[src/rtl/rs_param_station.sv]
// Reservation station for ALU ops: CDB wakeup, oldest-ready-first issue.
// Age is a DEPTH x DEPTH matrix; older[i][j]=1 means entry j predates entry i.
module rs_param_station #(
   parameter int DEPTH    = 4,
   parameter int XLEN     = 32,
   parameter int OP_W     = 5,
   parameter int TAG_W    = 4,
   parameter int TAG_BASE = 1
) (
   input  logic                     clk_in,
   input  logic                     rst_in,
   input  logic                     rdy_in,
   input  logic                     flush_in,
   input  logic                     disp_valid,
   output logic                     disp_ready,
   input  logic [OP_W-1:0]          disp_op,
   input  logic [XLEN-1:0]          disp_addr,
   input  logic [XLEN-1:0]          disp_vj,
   input  logic [XLEN-1:0]          disp_vk,
   input  logic [TAG_W-1:0]         disp_qj,
   input  logic [TAG_W-1:0]         disp_qk,
   output logic [TAG_W-1:0]         disp_tag,
   input  logic                     cdb_valid,
   input  logic [TAG_W-1:0]         cdb_tag,
   input  logic [XLEN-1:0]          cdb_val,
   output logic                     issue_valid,
   input  logic                     issue_ready,
   output logic [TAG_W-1:0]         issue_tag,
   output logic [OP_W-1:0]          issue_op,
   output logic [XLEN-1:0]          issue_addr,
   output logic [XLEN-1:0]          issue_vj,
   output logic [XLEN-1:0]          issue_vk,
   output logic [$clog2(DEPTH):0]   occupancy
);
   localparam int IW = $clog2(DEPTH);
   localparam int OW = IW + 1;

   logic [DEPTH-1:0] busy;
   logic [OP_W-1:0]  op_q   [DEPTH];
   logic [XLEN-1:0]  addr_q [DEPTH];
   logic [XLEN-1:0]  vj_q   [DEPTH];
   logic [XLEN-1:0]  vk_q   [DEPTH];
   logic [TAG_W-1:0] qj_q   [DEPTH];
   logic [TAG_W-1:0] qk_q   [DEPTH];
   logic [DEPTH-1:0] older  [DEPTH];

   logic [DEPTH-1:0] ready_vec;
   logic             free_any, sel_any;
   logic [IW-1:0]    free_idx, sel_idx;
   logic             cdb_hit, disp_fire, issue_fire;
   logic             byp_j, byp_k;

   always_comb begin
      free_any  = 1'b0;
      free_idx  = '0;
      sel_any   = 1'b0;
      sel_idx   = '0;
      ready_vec = '0;
      for (int i = 0; i < DEPTH; i++)
         ready_vec[i] = busy[i] && qj_q[i] == '0 && qk_q[i] == '0;
      for (int i = DEPTH - 1; i >= 0; i--) begin
         if (!busy[i]) begin
            free_any = 1'b1;
            free_idx = IW'(i);
         end
      end
      // Exactly one ready entry has no ready entry older than itself.
      for (int i = 0; i < DEPTH; i++) begin
         if (ready_vec[i] && (ready_vec & older[i]) == '0) begin
            sel_any = 1'b1;
            sel_idx = IW'(i);
         end
      end
   end

   assign cdb_hit    = cdb_valid && cdb_tag != '0;
   assign byp_j      = cdb_hit && disp_qj == cdb_tag;
   assign byp_k      = cdb_hit && disp_qk == cdb_tag;
   assign disp_ready = rdy_in && free_any;
   assign disp_tag   = disp_ready ? TAG_W'(TAG_BASE) + TAG_W'(free_idx) : '0;
   assign disp_fire  = disp_valid && disp_ready && !flush_in;
   assign issue_valid = rdy_in && sel_any;
   assign issue_fire  = issue_valid && issue_ready && !flush_in;

   assign issue_tag  = issue_valid ? TAG_W'(TAG_BASE) + TAG_W'(sel_idx) : '0;
   assign issue_op   = issue_valid ? op_q[sel_idx]   : '0;
   assign issue_addr = issue_valid ? addr_q[sel_idx] : '0;
   assign issue_vj   = issue_valid ? vj_q[sel_idx]   : '0;
   assign issue_vk   = issue_valid ? vk_q[sel_idx]   : '0;

   always_ff @(posedge clk_in or negedge rst_in) begin
      if (!rst_in) begin
         busy      <= '0;
         occupancy <= '0;
         for (int i = 0; i < DEPTH; i++) begin
            op_q[i]   <= '0;
            addr_q[i] <= '0;
            vj_q[i]   <= '0;
            vk_q[i]   <= '0;
            qj_q[i]   <= '0;
            qk_q[i]   <= '0;
            older[i]  <= '0;
         end
      end else if (rdy_in) begin
         if (flush_in) begin
            busy      <= '0;
            occupancy <= '0;
         end else begin
            for (int i = 0; i < DEPTH; i++) begin
               if (busy[i] && cdb_hit) begin
                  if (qj_q[i] == cdb_tag) begin
                     vj_q[i] <= cdb_val;
                     qj_q[i] <= '0;
                  end
                  if (qk_q[i] == cdb_tag) begin
                     vk_q[i] <= cdb_val;
                     qk_q[i] <= '0;
                  end
               end
            end
            if (issue_fire)
               busy[sel_idx] <= 1'b0;
            if (disp_fire) begin
               busy[free_idx]   <= 1'b1;
               op_q[free_idx]   <= disp_op;
               addr_q[free_idx] <= disp_addr;
               vj_q[free_idx]   <= byp_j ? cdb_val : disp_vj;
               vk_q[free_idx]   <= byp_k ? cdb_val : disp_vk;
               qj_q[free_idx]   <= byp_j ? '0 : disp_qj;
               qk_q[free_idx]   <= byp_k ? '0 : disp_qk;
               for (int j = 0; j < DEPTH; j++)
                  older[j][free_idx] <= 1'b0;
               older[free_idx] <= busy;
            end
            occupancy <= occupancy + OW'(disp_fire) - OW'(issue_fire);
         end
      end
   end
endmodule

[config.mk]
export PLATFORM = sky130hd
export DESIGN_NAME = rs_param_station
export DESIGN_NICKNAME = d
export VERILOG_FILES = /design/src/rtl/rs_param_station.sv
export SDC_FILE = /design/constraint.sdc
export NUM_CORES = 1
export LEC_CHECK = 0
export BUFFER_PORTS_ARGS = -buffer_cell sky130_fd_sc_hd__buf_2
export CAP_MARGIN = 40
export CORE_MARGIN = 2
export CORE_UTILIZATION = 45
export DETAILED_ROUTE_END_ITERATION = 8
export PLACE_DENSITY = 0.69
export SLEW_MARGIN = 15
export SYNTH_ARGS = -nofsm -noshare
export SYNTH_HDL_FRONTEND = slang
export SYNTH_SLANG_ARGS = --single-unit
[constraint.sdc]
create_clock -name clk_in -period 7.8 [get_ports clk_in]
set_input_delay 1.17 -clock clk_in [delete_from_list [all_inputs] [get_ports clk_in]]
set_output_delay 1.17 -clock clk_in [all_outputs]
set_load 0.005 [all_outputs]
# == Yosys cells after proc, flatten, opt, wreduce, memory -nomap -nowiden ==
# Cells that the tools add are included.
# totals
register_bits,459
in_bits,152
elab_cells,238
out_inout_bits,114
# op_classes
bitwise,15
muxes,128
magnitude_cmp,7
n_eq_ne,10
n_reduce_logical,44
addsub,4
# ops
op,count
two-way mux 32 bit,44
bitwise mux 128 bit,3
two-way mux 128 bit,2
binary-select mux 32 bit (select 2 bit),3
two-way mux 4 bit,40
demux 32 bit (select 2 bit),1
bitwise mux 16 bit,3
zero test 4 bit,12
equality test 4 bit,10
bitwise AND 4 bit,9
two-way mux 16 bit,2
logical AND 1 bit,28
bitwise mux 20 bit,1
two-way mux 5 bit,4
two-way mux 2 bit,6
two-way mux 1 bit,11
binary-select mux 5 bit (select 2 bit),1
demux 5 bit (select 2 bit),1
two-way mux 3 bit,3
demux 4 bit (select 2 bit),1
NOT 4 bit,2
adder 1 x 2 -> 3 bit (first input constant),2
>= comparator 3 bit (second input constant),2
< comparator 2 x 3 -> 1 bit (second input constant),2
12 further kinds,15

# == Longest topological paths before layout ==
# depth
ltp_word,21
depth_mapped,15

# == Worst setup path after synthesis ==
# No wires, ideal clock.
# synth_path
path_type,input -> register
start,input port rdy_in
end,register occupancy[2]
setup_ps,122
path_slack_ps,4287
t_required_ps,7678
arrival_time_ps,3391
cell_stages,15
path_cell_list,buf_2 nor2b_1 buf_2 clkbuf_1 nand2_1 nor2_1 ha_1 inv_1 ha_1 inv_1 fa_1 xnor2_1 nor3_1 a21oi_1 o2bb2ai_1
# synth_via
elab_chain_cells,6
elab_cells_between_ends,9
classes_between,add/sub: 2; mux: 1; reduce/logical: 6
# synth_rtl
item,line_no,text
"start, declared",12,"input logic rdy_in,"
logical AND 1 bit,79,assign disp_ready = rdy_in && free_any;
logical AND 1 bit (2 in a row),81,assign disp_fire = disp_valid && disp_ready && !flush_in;
adder 3 x 1 -> 3 bit,135,occupancy <= occupancy + OW'(disp_fire) - OW'(issue_fire);
subtractor 3 x 1 -> 3 bit,135,
two-way mux 3 bit,105,if (flush_in) begin
"end signal, assigned",135,
"end, declared",33,output logic [$clog2(DEPTH):0] occupancy
# Parallel ways exist; a longest one is shown, timed or not.
# A chain may end at the register's enable or synchronous reset.

# == Worst setup path after layout ==
# layout_path
start,register qk_q[4] (netlist bit)
end,output port issue_addr[28]
# layout_via
elab_chain_cells,13
elab_cells_between_ends,27
classes_between,mux: 11; bitwise: 5; reduce/logical: 11
# layout_rtl
item,line_no,text
"start, declared",44,logic [TAG_W-1:0] qk_q [DEPTH];
"start signal, assigned by index",130,qk_q[free_idx] <= byp_k ? '0 : disp_qk;
zero test 4 bit (*),60,ready_vec[i] = busy[i] && qj_q[i] == '0 && qk_q[i] == '0;
logical AND 1 bit (*),60,
bitwise AND 4 bit,69,if (ready_vec[i] && (ready_vec & older[i]) == '0) begin
zero test 4 bit,69,
logical AND 1 bit,69,
two-way mux 1 bit,69,
two-way mux 2 bit (2 in a row),69,
NOT 2 -> 3 bit (implied by the code),87,assign issue_addr = issue_valid ? addr_q[sel_idx] : '0;
binary-select mux 32 bit (select 2 bit),87,
two-way mux 32 bit (implied by the code) (2 in a row),87,
two-way mux 32 bit (*),87,
"end, declared",30,"output logic [XLEN-1:0] issue_addr,"
# Mark *: on every way between the ends. The rest lies on a longest branch, timed or not. The select of a mux whose other input is x is not followed.

==> impl_metrics.toml <==
[worst_setup_path]
cp_max_fo = 60
cp.arrival_ns = 4.57
path_cells = "nor4_1 -> nand4b_1 -> nor4bb_4 -> buf_4 -> buf_4 -> nand3_1 -> a31oi_1 -> buf_2"
critPathMaxStageDelay_ns = 0.77
crit_type = "reg -> out"
critPathSlowestCell = "buf_4"
critPathCaptureType = "output pin"
critPathMostFrequentCell = "buf_4"
critPathLaunchType = "flip-flop"
crit_required_ns = 6.63
cp_num_buf_inv = 3
cpLargestDelayFamily = "buffers and inverters"

[sta]
drv_slew = 0
setup_viol = 0
fin_tns_setup_ns = 0
slew_headroom_pct = 28.5
rsz0062_at_grt = "false"
hold_viol = 0
worstMarginPinSlew_ns = 1.07
skew_ns = 0.0215
period_minus_slack_ns = 5.74
fmax_mhz = 174
fin_crit_sh_pct = 73.6

[placed_design]
place.gp.congestion = 0.968
hpwl_um = 53200
io_buffers = 263

[logic_synthesis]
synth_seq_cells = 459
synth-main-ff-cell = "dfrtp_1"
synth_cells = 2708
ys_seq_area_share_pct = 47.8
yosysTopAreaCell = "dfrtp_1"
syn_area_per_cell_um2 = 8.87
synth.distinct_cells = 59
yosysWarnings = 0
synth_area_leaders = "dfrtp_1 48%, nand2_1 11%, mux2_2 5.9%, o22ai_1 4.7%, a21oi_1 4.0%"
synthArstFlopShare_pct = 100
netlist.area_leader.share_pct = 47.8
synth_edf_count = 0
syn_area_um2 = 24000

[power_and_ir_drop]
vdd_ir_drop_max_mv = 0.167
p_per_area_nw_per_um2 = 257
power_mw = 7.09
leakage_nw = 12.7

[route]
drt-initial-drc-count = 2530
dr.pass1.iters = 8
routedWlPerCell_um = 23.7
vias = 22100
totalWireLength_um = 84100
ant_nets = 0
via_per_inst = 6.25
drc = 0

[final_layout]
final_common_cell = "nand2_1"
multi_input_area_um2 = 11400
synthToLayoutAreaGrowth_pct = 15.2
drive_gt1_share_pct = 20.8
n_fill_cell = 4751
nets = 2975
final_cell_mix = "682 x nand2_1, 459 x dfrtp_1, 262 x buf_2, 191 x nor2_1, 190 x a21oi_1"
register_area_um2 = 11500

[clock_network]
cts-root-buf = "clkbuf_16"
clock-sinks = 459
max-clock-path-buffers = 3
clk-insertion-delay-late_ns = 0.61
ctsHoldBuffers = 0
numCtsBuffers = 50
cts.reportedPaths.clkPinSlew_ns = 0.06
h-tree-depth = 2
cts_tree = "yes"
cts_resized = 0
postCtsSetupBuffers = 0

[floorplan]
die_w_um = 235
core_um2 = 52700
start_util_pct = 45.6
die_y_um = 235
pin_count = 266
rows = 84
die_area_um2 = 55200

[global_routing]
grt_max_degree = 172
grt_pass1_vias = 22000
grt_pass1_wl_um = 129000
grt-ovfl-total = 0
grt_antenna_before_repair = 9
grt_use_total_pct = 29.5

[outcome]
status = "complete, no violations"

[worst_hold_path]
hold_path_class = "reg -> reg"

[run]
cap_violations = 0
cell type report:
cell class / count / area share (%)
inverter: 40 / 0.543
timing repair buffer: 313 / 7.35
tap: 688 / 3.11
multi-input combinational: 1952 / 41.4
antenna: 2 / 0.0181
sequential: 459 / 41.5
clock inverter: 15 / 0.724
clock buffer: 77 / 5.33
power breakdown:
part	internal [mW]	switching, mW
Sequential	2.97	0.359
Clock	1.43	1.01
Combinational	0.592	0.730
Total	5.00	2.10
worst reg2reg max path: stages, from the launching register on:
cell and delay [ns]:
dfrtp_1 0.57, nand2b_1 0.24, a21boi_0 0.68, inv_1 0.15
ha_1 0.32, nand2_4 0.41, buf_4 0.64, mux2i_4 0.68
buf_16 0.25, o22ai_1 0.14, a21oi_1 0.19
logic make-up (layout without fill, tap and decap cells):
family,count (synthesis),after routing,share of synthesized area (%)
AOI/OAI and AO/OA,668,668,19.0
xor gates and xnor gates,41,41,1.50
adders and majority gates,7,7,0.396
buffers and inverters,298,445,5.20
DFF,459,459,47.8
muxes,160,160,7.33
other,1,4,0.0156
and+or+nand+nor,1074,1074,18.7
metrics by stage:
stage	cells	instance area (um2)	util, %	setup slack [ns]	hold WS, ns
floorplan	2709	24000	-	4.29	0.437
global placement	3434	25600	48.5	2.72	0.451
detailed placement	3451	26000	49.3	2.80	0.457
CTS	3543	27600	52.5	2.14	0.471
global route	3545	27700	52.5	1.92	0.484
finish	3546	27700	52.5	2.06	0.469
worst paths after layout:
check	from	end	slack, ns	cells past startpoint
worst max-delay path	qk_q[4]	issue_addr[28]	2.06	8
worst min-delay path	addr_q[84]	addr_q[84]	0.47	2
worst max register to register	busy[3]	vk_q[105]	3.45	10
worst min register to register	addr_q[84]	addr_q[84]	0.47	2
max in group asynchronous	rst_in	vk_q[102]	5.58	2
min in group asynchronous	rst_in	addr_q[4]	0.65	1
sequential cells by signal (all words and copies together), names as in the netlist, named ones only:
name       flops
older         12
occupancy      3
op_q          20
qk_q          16
busy           4
vj_q         128
qj_q          16
vk_q         128
addr_q       128
synth_stat cells, drive strengths merged, types with 10 or more instances:
| cell type | n |
|---|---|
| nand2b | 13 |
| a22oi | 72 |
| nand2 | 686 |
| clkbuf | 180 |
| xor2 | 24 |
| dfrtp | 459 |
| xnor2 | 17 |
| mux2 | 126 |
| a22o | 22 |
| a31oi | 102 |
| o22ai | 179 |
| nand3 | 114 |
| mux2i | 34 |
| o21ai | 13 |
| nor4 | 12 |
| nor2 | 193 |
| nand4 | 10 |
| o2bb2ai | 74 |
| buf | 78 |
| inv | 40 |
| a21oi | 190 |
metal layers:
| layer | global-route usage (%) | share of wire, % |
|---|---|---|
| met1 | 39.1 | 40 |
| met2 | 46.0 | 46 |
| met3 | 7.32 | 11 |
| met4 | 12.8 | 3.8 |
| met5 | 0 | 0.083 |
No activity file was read; power rests on OpenSTA's default activity.
